**src/rtl/alu_arbiter.sv**
```systemverilog
// alu_arbiter: two-requester arbiter sharing one combinational ALU (IDLE -> EXEC -> RESP).
// Optional macro ALU_ARB_FIXED_PRIO_EN: port 0 always wins contention; otherwise round-robin.
module alu_arbiter #(
    parameter int XLEN = 32
) (
    input  logic            clk,
    input  logic            reset,
    input  logic            req0_valid,
    input  logic            req1_valid,
    output logic            req0_ready,
    output logic            req1_ready,
    input  logic [XLEN-1:0] req0_a,
    input  logic [XLEN-1:0] req0_b,
    input  logic [XLEN-1:0] req1_a,
    input  logic [XLEN-1:0] req1_b,
    input  logic [3:0]      req0_ctrl,
    input  logic [3:0]      req1_ctrl,
    output logic [XLEN-1:0] alu_a,
    output logic [XLEN-1:0] alu_b,
    output logic [3:0]      alu_ctrl,
    input  logic [XLEN-1:0] alu_result,
    output logic            rsp_valid,
    input  logic            rsp_ready,
    output logic            rsp_id,
    output logic [XLEN-1:0] rsp_data,
    output logic            rsp_err
);
    typedef enum logic [1:0] {IDLE, EXEC, RESP} state_t;
    // one bit per ALUControl code: 0-5, 7, 8, 9 and 15 are legal
    localparam logic [15:0] LEGAL = 16'h83BF;
    state_t state;
    logic rr;
    logic lat_id;
    logic [XLEN-1:0] lat_a;
    logic [XLEN-1:0] lat_b;
    logic [3:0] lat_ctrl;
    logic idle;
    logic grant1;
    // port 1 wins when alone, or on contention when the pointer favours it
    assign idle       = state == IDLE && !reset;
    assign grant1     = req1_valid && (!req0_valid || rr);
    assign req0_ready = idle && req0_valid && !grant1;
    assign req1_ready = idle && grant1;
    assign alu_a      = state == EXEC ? lat_a : '0;
    assign alu_b      = state == EXEC ? lat_b : '0;
    assign alu_ctrl   = state == EXEC ? lat_ctrl : 4'd0;
    assign rsp_valid  = state == RESP;
    // sequencing: latch the granted op, capture the ALU result, hold the response until taken
    always_ff @(posedge clk or posedge reset) begin
        if (reset) begin
            state    <= IDLE;
            rr       <= 1'b0;
            lat_id   <= 1'b0;
            lat_a    <= '0;
            lat_b    <= '0;
            lat_ctrl <= 4'd0;
            rsp_id   <= 1'b0;
            rsp_data <= '0;
            rsp_err  <= 1'b0;
        end else begin
            case (state)
                IDLE: if (req0_ready || req1_ready) begin
                    lat_id   <= grant1;
                    lat_a    <= grant1 ? req1_a : req0_a;
                    lat_b    <= grant1 ? req1_b : req0_b;
                    lat_ctrl <= grant1 ? req1_ctrl : req0_ctrl;
`ifdef ALU_ARB_FIXED_PRIO_EN
                    rr       <= 1'b0;
`else
                    rr       <= !grant1;
`endif
                    state    <= EXEC;
                end
                EXEC: begin
                    rsp_id   <= lat_id;
                    rsp_err  <= !LEGAL[lat_ctrl];
                    rsp_data <= LEGAL[lat_ctrl] ? alu_result : '0;
                    state    <= RESP;
                end
                RESP: if (rsp_ready) state <= IDLE;
                default: state <= IDLE;
            endcase
        end
    end
endmodule

```
**config.mk**
```make
export PLATFORM = sky130hd
export DESIGN_NAME = alu_arbiter
export DESIGN_NICKNAME = d
export VERILOG_FILES = /design/src/rtl/alu_arbiter.sv
export SDC_FILE = /design/constraint.sdc
export NUM_CORES = 1
export LEC_CHECK = 0
export CORE_ASPECT_RATIO = 2
export CORE_MARGIN = 3
export CORE_UTILIZATION = 43
export CTS_BUF_LIST = sky130_fd_sc_hd__clkbuf_8
export DETAILED_ROUTE_END_ITERATION = 10
export PLACE_DENSITY = 0.88
export SETUP_SLACK_MARGIN = 0.02
export SLEW_MARGIN = 20
export SYNTH_ARGS = -nofsm -noshare
export SYNTH_HDL_FRONTEND = slang
export SYNTH_SLANG_ARGS = --single-unit
```
**constraint.sdc**
```tcl
create_clock -name clk -period 7.8 [get_ports clk]
set_input_delay 1.56 -clock clk [delete_from_list [all_inputs] [get_ports clk]]
set_output_delay 1.56 -clock clk [all_outputs]
set_load 0.05 [all_outputs]
```
==> results.txt, run 1 <==
Status = complete, no violations
Sequential area share after synthesis = 0.525
Synth unique cells = 29
Clk Latency, worst-skew pair = 380 ps
N_diodes = 0
Reg-to-reg slack, setup = 5450 ps
Synth-to-Final Area Change = 60.0%
Post_cts resized = 0
DR vias = 4945
# setup viols final = 0
Leak = 3.50 nW
CTS tree = done
Worst Skew = 17.0 ps
Worst EP required = 6240 ps
DIE WIDTH = 82.7 µm
Pin count of the biggest net entering global routing = 74
Remaining Overflow, GRT = 0
Number of synthesized register bits = 106
PortBufs = 277
TritonRoute pass-1 iters = 4
Max Root-Sink Buffers = 2
Io pins = 278
Clock transition at path regs = 110 ps
Initial core utilization = 0.442
Core Rows = 55
Antenna violations before repair = 0
Post-Synthesis Cells = 485
CP Class = in -> out
Max_slew headroom = 0.302
Crit end category = primary output
Fin. Hold Viols = 0
PD cells = 336 nW/µm²
Top_reg_cell synth = dfrtp_1
Peak Freq = 0.173 GHz
H-tree levels = 3
Final worst setup slack = 2030 ps
First-pass GRT wire length = 26.3 mm
Crit path time final = 5770 ps
Pre-CTS WS = 2020 ps
Cells after DPL = 859
Die height = 159 µm
Max-slew violations = 0
Synth async-reset ratio = 1.00
Avg Vias per Cell = 5.64
Synth Area per Inst = 10.4 µm²
EDFF count, synth = 0
Drt drc = 0
Vias in the first global route = 5191
Top cell type's share of synthesized area = 0.525
Initial DRC count = 259
Post-Synthesis Cell Area = 5050 µm²
Wire per inst = 19.7 µm
Tot GR Track Use = 0.260
DP HPWL = 12.9 mm
Routability congestion estimate = 0.804
Share of layout cells above drive strength 1 = 0.0436
Most common cell in the netlist = dfrtp_1
Fin cells = 876
Most area-consuming cells after synthesis = dfrtp_1, a221o_1, and2_1
Post-CTS setup repair buffer count = 0
Post-synth top area cell = dfrtp_1
Max-Cap Viols = 0
DRT antenna net count = 0
Critical Path AT = 4210 ps
Most frequent cells after synthesis = dfrtp_1, and2_1, a221o_1, and3_1, nand2_1
Die area = 13200 µm²
# hold bufs at CTS = 0
Core area = 11400 µm²
Hold Path Class = reg -> reg
Least-Margin Pin Slew = 1040 ps
Clk sinks = 106
Total Wirelength = 17.2 mm
Worst-path fanout max = 59
Root Buffer = clkbuf_8
Final period util = 0.740
# nets final = 902
Max IR drop VDD = 0.000238 V
Yosys Warn Count = 0
Setup_tns = 0 ps
Hold Crit Depth = 2
Worst Setup Start Kind = input pin
Inserted Clock Buffers = 9
Reg2Reg Depth = 5
RSZ-0062 raised after global routing = false
Mapped Nets = 658
-- sequential cells by signal, indices dropped and copies added, names as in the netlist --
signal	cells
rsp_err	1
lat_b	32
state	2
lat_ctrl	4
lat_id	1
rsp_data	32
rr	1
rsp_id	1
lat_a	32
-- worst paths after layout --
kind / startpoint / end
worst max-delay path: req1_valid / req1_ready
worst min-delay path: rsp_data[29] / rsp_data[29]
worst max register to register: state[1] / lat_a[20]
worst min register to register: rsp_data[29] / rsp_data[29]
max in group asynchronous: reset / rsp_data[2]
min in group asynchronous: reset / rsp_data[16]
-- cells in the final DEF, fill, tap and decap left out, types with 4 or more instances in the layout --
cell / n
nand3_1: 32
a221o_1: 57
and2_1: 69
clkdlybuf4s50_1: 277
and3_1: 57
o21ai_0: 29
a2bb2oi_1: 11
nand2_1: 37
clkbuf_8: 10
o32ai_1: 11
o21ai_1: 4
dfrtp_1: 106
buf_4: 6
-- critical path: stages --
cell	delay, ps
clkdlybuf4s50_1	640
inv_1	280
nor3b_4	250
buf_4	520
clkdlybuf4s50_1	930
-- where the power goes --
| group | internal [mW] | total, mW | switching, mW |
|---|---|---|---|
| logic | 0.546 | 1.40 | 0.854 |
| clock network | 0.161 | 0.358 | 0.197 |
| registers | 0.801 | 0.957 | 0.156 |
-- logic make-up after synthesis --
logic type,after synthesis,share of synthesized area
and+or+nand+nor,204,0.229
buffers and inverters,55,0.0505
DFF,106,0.525
AOI/OAI and AO/OA,120,0.196
-- final cells by class --
cell class | count | area [µm²]
Clock buffer | 10 | 138
Clock inverter | 6 | 72.6
Fill cell | 862 | 3340
Inverter | 4 | 17.5
Multi-Input combinational cell | 324 | 2200
Sequential cell | 106 | 2650
Tap cell | 142 | 178
Timing Repair Buffer | 284 | 2830
-- stage by stage --
step,hold WS [ps],area [µm²],utilization,total power [mW]
after floorplan,439,5050,-,1.85
after global placement,462,7850,0.688,2.32
after detailed placement,475,7850,0.688,2.37
after CTS,499,8060,0.706,2.73
after global routing,521,8090,0.708,2.86
final,494,8090,0.708,2.72
-- layer usage --
layer	GRT usage	up-vias	share of wire
met5	0	-	0
met4	0.136	0	0.050
met3	0.0572	55	0.073
met2	0.464	233	0.53
met1	0.272	2390	0.34
li1	-	2267	-
(Power assumes the default switching activity.)
==> run 2, diff against run 1 <==
Settings changed: CORE_UTILIZATION 43 to 40, PLACE_DENSITY 0.88 to 0.83.
Clock period 7.8 ns to 5.6 ns, I/O delays scaled along.
==> run 2 against run 1 <==
Effect of this change: flip-flop and latch count is the same; clock power is 26% higher; design area fell by 0.22%; register-to-register slack got worse by 2400 ps; combinational power grew 40%; die area increased by 7.1%; non-clock buffer count stayed put; global-route usage down 2.2 points; power rose by 38%; via count is 0.42% lower; routed wire length rose by 1.3%; sequential power up 38%; largest power group unchanged.
==> results.txt, run 2 (synthesized netlist as in run 1, its figures left out) <==
Biggest regs = lat_a (32), lat_b (32), rsp_data (32) (unchanged)
P_sw = 1.69 mW (was 1.21 mW)
DR vias = 4924 (was 4945)
Status = complete, no violations (unchanged)
Hold Path Class = reg -> reg (unchanged)
Max_slew headroom = 0.428 (was 0.302)
Max IR drop VDD = 0.000352 V (was 0.000238 V)
Hold Crit Depth = 2 (unchanged)
Least-Margin Pin Slew = 857 ps (was 1040 ps)
Register area = 2650 µm² (unchanged)
Leak = 3.50 nW (about the same)
Die area = 14100 µm² (was 13200 µm²)
Core area = 12300 µm² (was 11400 µm²)
Int Power = 2.05 mW (was 1.51 mW)
Crit end category = primary output (unchanged)
Initial DRC count = 217 (was 259)
R2r endpoint = lat_a[23] (was lat_a[20])
First-pass GRT wire length = 26.3 mm (about the same)
Clock power share = 0.121 (was 0.132)
Clock transition at path regs = 100 ps (was 110 ps)
Area of the multi-input gates = 2200 µm² (unchanged)
Fin. Hold Viols = 0 (unchanged)
CP startpoint = state[0] (was req1_valid)
Worst Setup Start Kind = register (was input pin)
Util after Layout = 0.658 (was 0.708)
Combinational Power Share = 0.526 (was 0.516)
Hold slack final = 482 ps (was 494 ps)
# nets final = 902 (unchanged)
Initial core utilization = 0.412 (was 0.442)
DRT antenna net count = 0 (unchanged)
Synth-to-Final Area Change = 59.6% (was 60.0%)
Share of layout cells above drive strength 1 = 0.0450 (was 0.0436)
Tot GR Track Use = 0.239 (was 0.260)
Pin count of the biggest net entering global routing = 82 (was 74)
Drt drc = 0 (unchanged)
Switch share = 0.452 (was 0.445)
Die height = 165 µm (was 159 µm)
DIE WIDTH = 85.5 µm (was 82.7 µm)
Setup_tns = 0 ps (unchanged)
Worst EP required = 4480 ps (was 6240 ps)
CTS tree = done (unchanged)
DP HPWL = 12.8 mm (was 12.9 mm)
Vias in the first global route = 5146 (was 5191)
Sequential share of power = 0.353 (was 0.352)
Commonest non-fill, non-tap cell in the layout = clkdlybuf4s50_1 (unchanged)
Io pins = 278 (unchanged)
Fin cells = 881 (was 876)
Reg-to-reg slack, setup = 3080 ps (was 5450 ps)
Root Buffer = clkbuf_8 (unchanged)
Peak Freq = 0.240 GHz
Worst-path fanout max = 81 (was 59)
N_diodes = 0 (unchanged)
Cells after DPL = 865 (was 859)
Antenna violations before repair = 0 (unchanged)
H-tree levels = 3 (unchanged)
Hold EP = rsp_id (was rsp_data[29])
Core Rows = 57 (was 55)
Max-slew violations = 0 (unchanged)
Hold_sp = rsp_id (was rsp_data[29])
Post_cts resized = 0 (unchanged)
Inserted Clock Buffers = 9 (unchanged)
Max Root-Sink Buffers = 2 (unchanged)
PortBufs = 277 (unchanged)
Remaining Overflow, GRT = 0 (unchanged)
Clk sinks = 106 (unchanged)
Reg2Reg Depth = 5 (unchanged)
Reg2reg start = state[1] (unchanged)
Clk Latency, worst-skew pair = 370 ps (was 380 ps)
Avg Vias per Cell = 5.59 (was 5.64)
Max-Cap Viols = 0 (unchanged)
CP Class = reg -> out (was in -> out)
TritonRoute pass-1 iters = 7 (was 4)
Commonest non-fill, non-tap cells in the layout = clkdlybuf4s50_1, dfrtp_1, and2_1 (unchanged)
Filler cell count = 970 (was 862)
Critical Path AT = 3040 ps (was 4210 ps)
Worst Skew = 13.3 ps (was 17.0 ps)
PD cells = 463 nW/µm² (was 336 nW/µm²)
# hold bufs at CTS = 0 (unchanged)
Final period util = 0.743
Routability congestion estimate = 0.905 (was 0.804)
# setup viols final = 0 (unchanged)
Total Wirelength = 17.5 mm (was 17.2 mm)
Wire per inst = 19.8 µm (was 19.7 µm)
RSZ-0062 raised after global routing = false (unchanged)
Post-CTS setup repair buffer count = 0 (unchanged)
Crit path time final = 4160 ps
[run 2: changes by cell type in the layout (fill, tap and decap cells not counted), sizes merged]
cell | before | now
buf | 7 | 8
bufinv | 1 | 0
clkinvlp | 3 | 1
inv | 6 | 7
clkbuf | 10 | 9
clkinv | 0 | 3
clkdlybuf4s50 | 277 | 276
[run 2: area by class of cell]
type                            count  share of cell area
Timing Repair Buffer              284               0.351
Inverter                            4             0.00217
Tap cell                          147              0.0228
Clock buffer                        9              0.0154
Clock inverter                      7             0.00760
Sequential cell                   106               0.329
Multi-Input combinational cell    324               0.272
[run 2: layer usage]
layer / track usage / vias up / part of all wire
li1: - / 2260 / -
met1: 0.261 / 2374 / 0.35
met2: 0.433 / 249 / 0.54
met3: 0.0464 / 41 / 0.063
met4: 0.118 / 0 / 0.044
met5: 0 / - / 0
[run 2: how the worst max path moves through the flow]
stage                  to  cells past startpoint  slack (ps)
2_1_floorplan    lat_a[0]                      1        1690
3_3_place_gp   req0_ready                      4        1540
3_5_place_dp   req0_ready                      4        1500
4_1_cts         alu_a[29]                      4        1410
5_1_grt          alu_b[4]                      4        1210
6_report        alu_b[28]                      4        1440
[run 2: stage by stage]
stage	power, mW	cell area (µm²)	setup slack [ps]
floorplan	2.58	5050	1690
global placement	3.23	7860	1540
detailed placement	3.30	7870	1500
CTS	3.76	8060	1410
global route	3.93	8070	1210
finish	3.73	8070	1440
[run 2: power groups by stage]
stage / clock network, mW / logic (mW) / registers, mW
detailed placement: 0 / 1.97 / 1.33
floorplan: 0 / 0.894 / 1.69
CTS: 0.470 / 1.97 / 1.32
finish: 0.452 / 1.96 / 1.32
global placement: 0 / 1.92 / 1.31
global route: 0.495 / 2.07 / 1.37
[run 2: worst max-delay path, cell delays in order, from the launching register on]
cell and delay (ps):
dfrtp_1 450, nor2b_4 450, buf_4 650, and2_1 230
clkdlybuf4s50_1 840
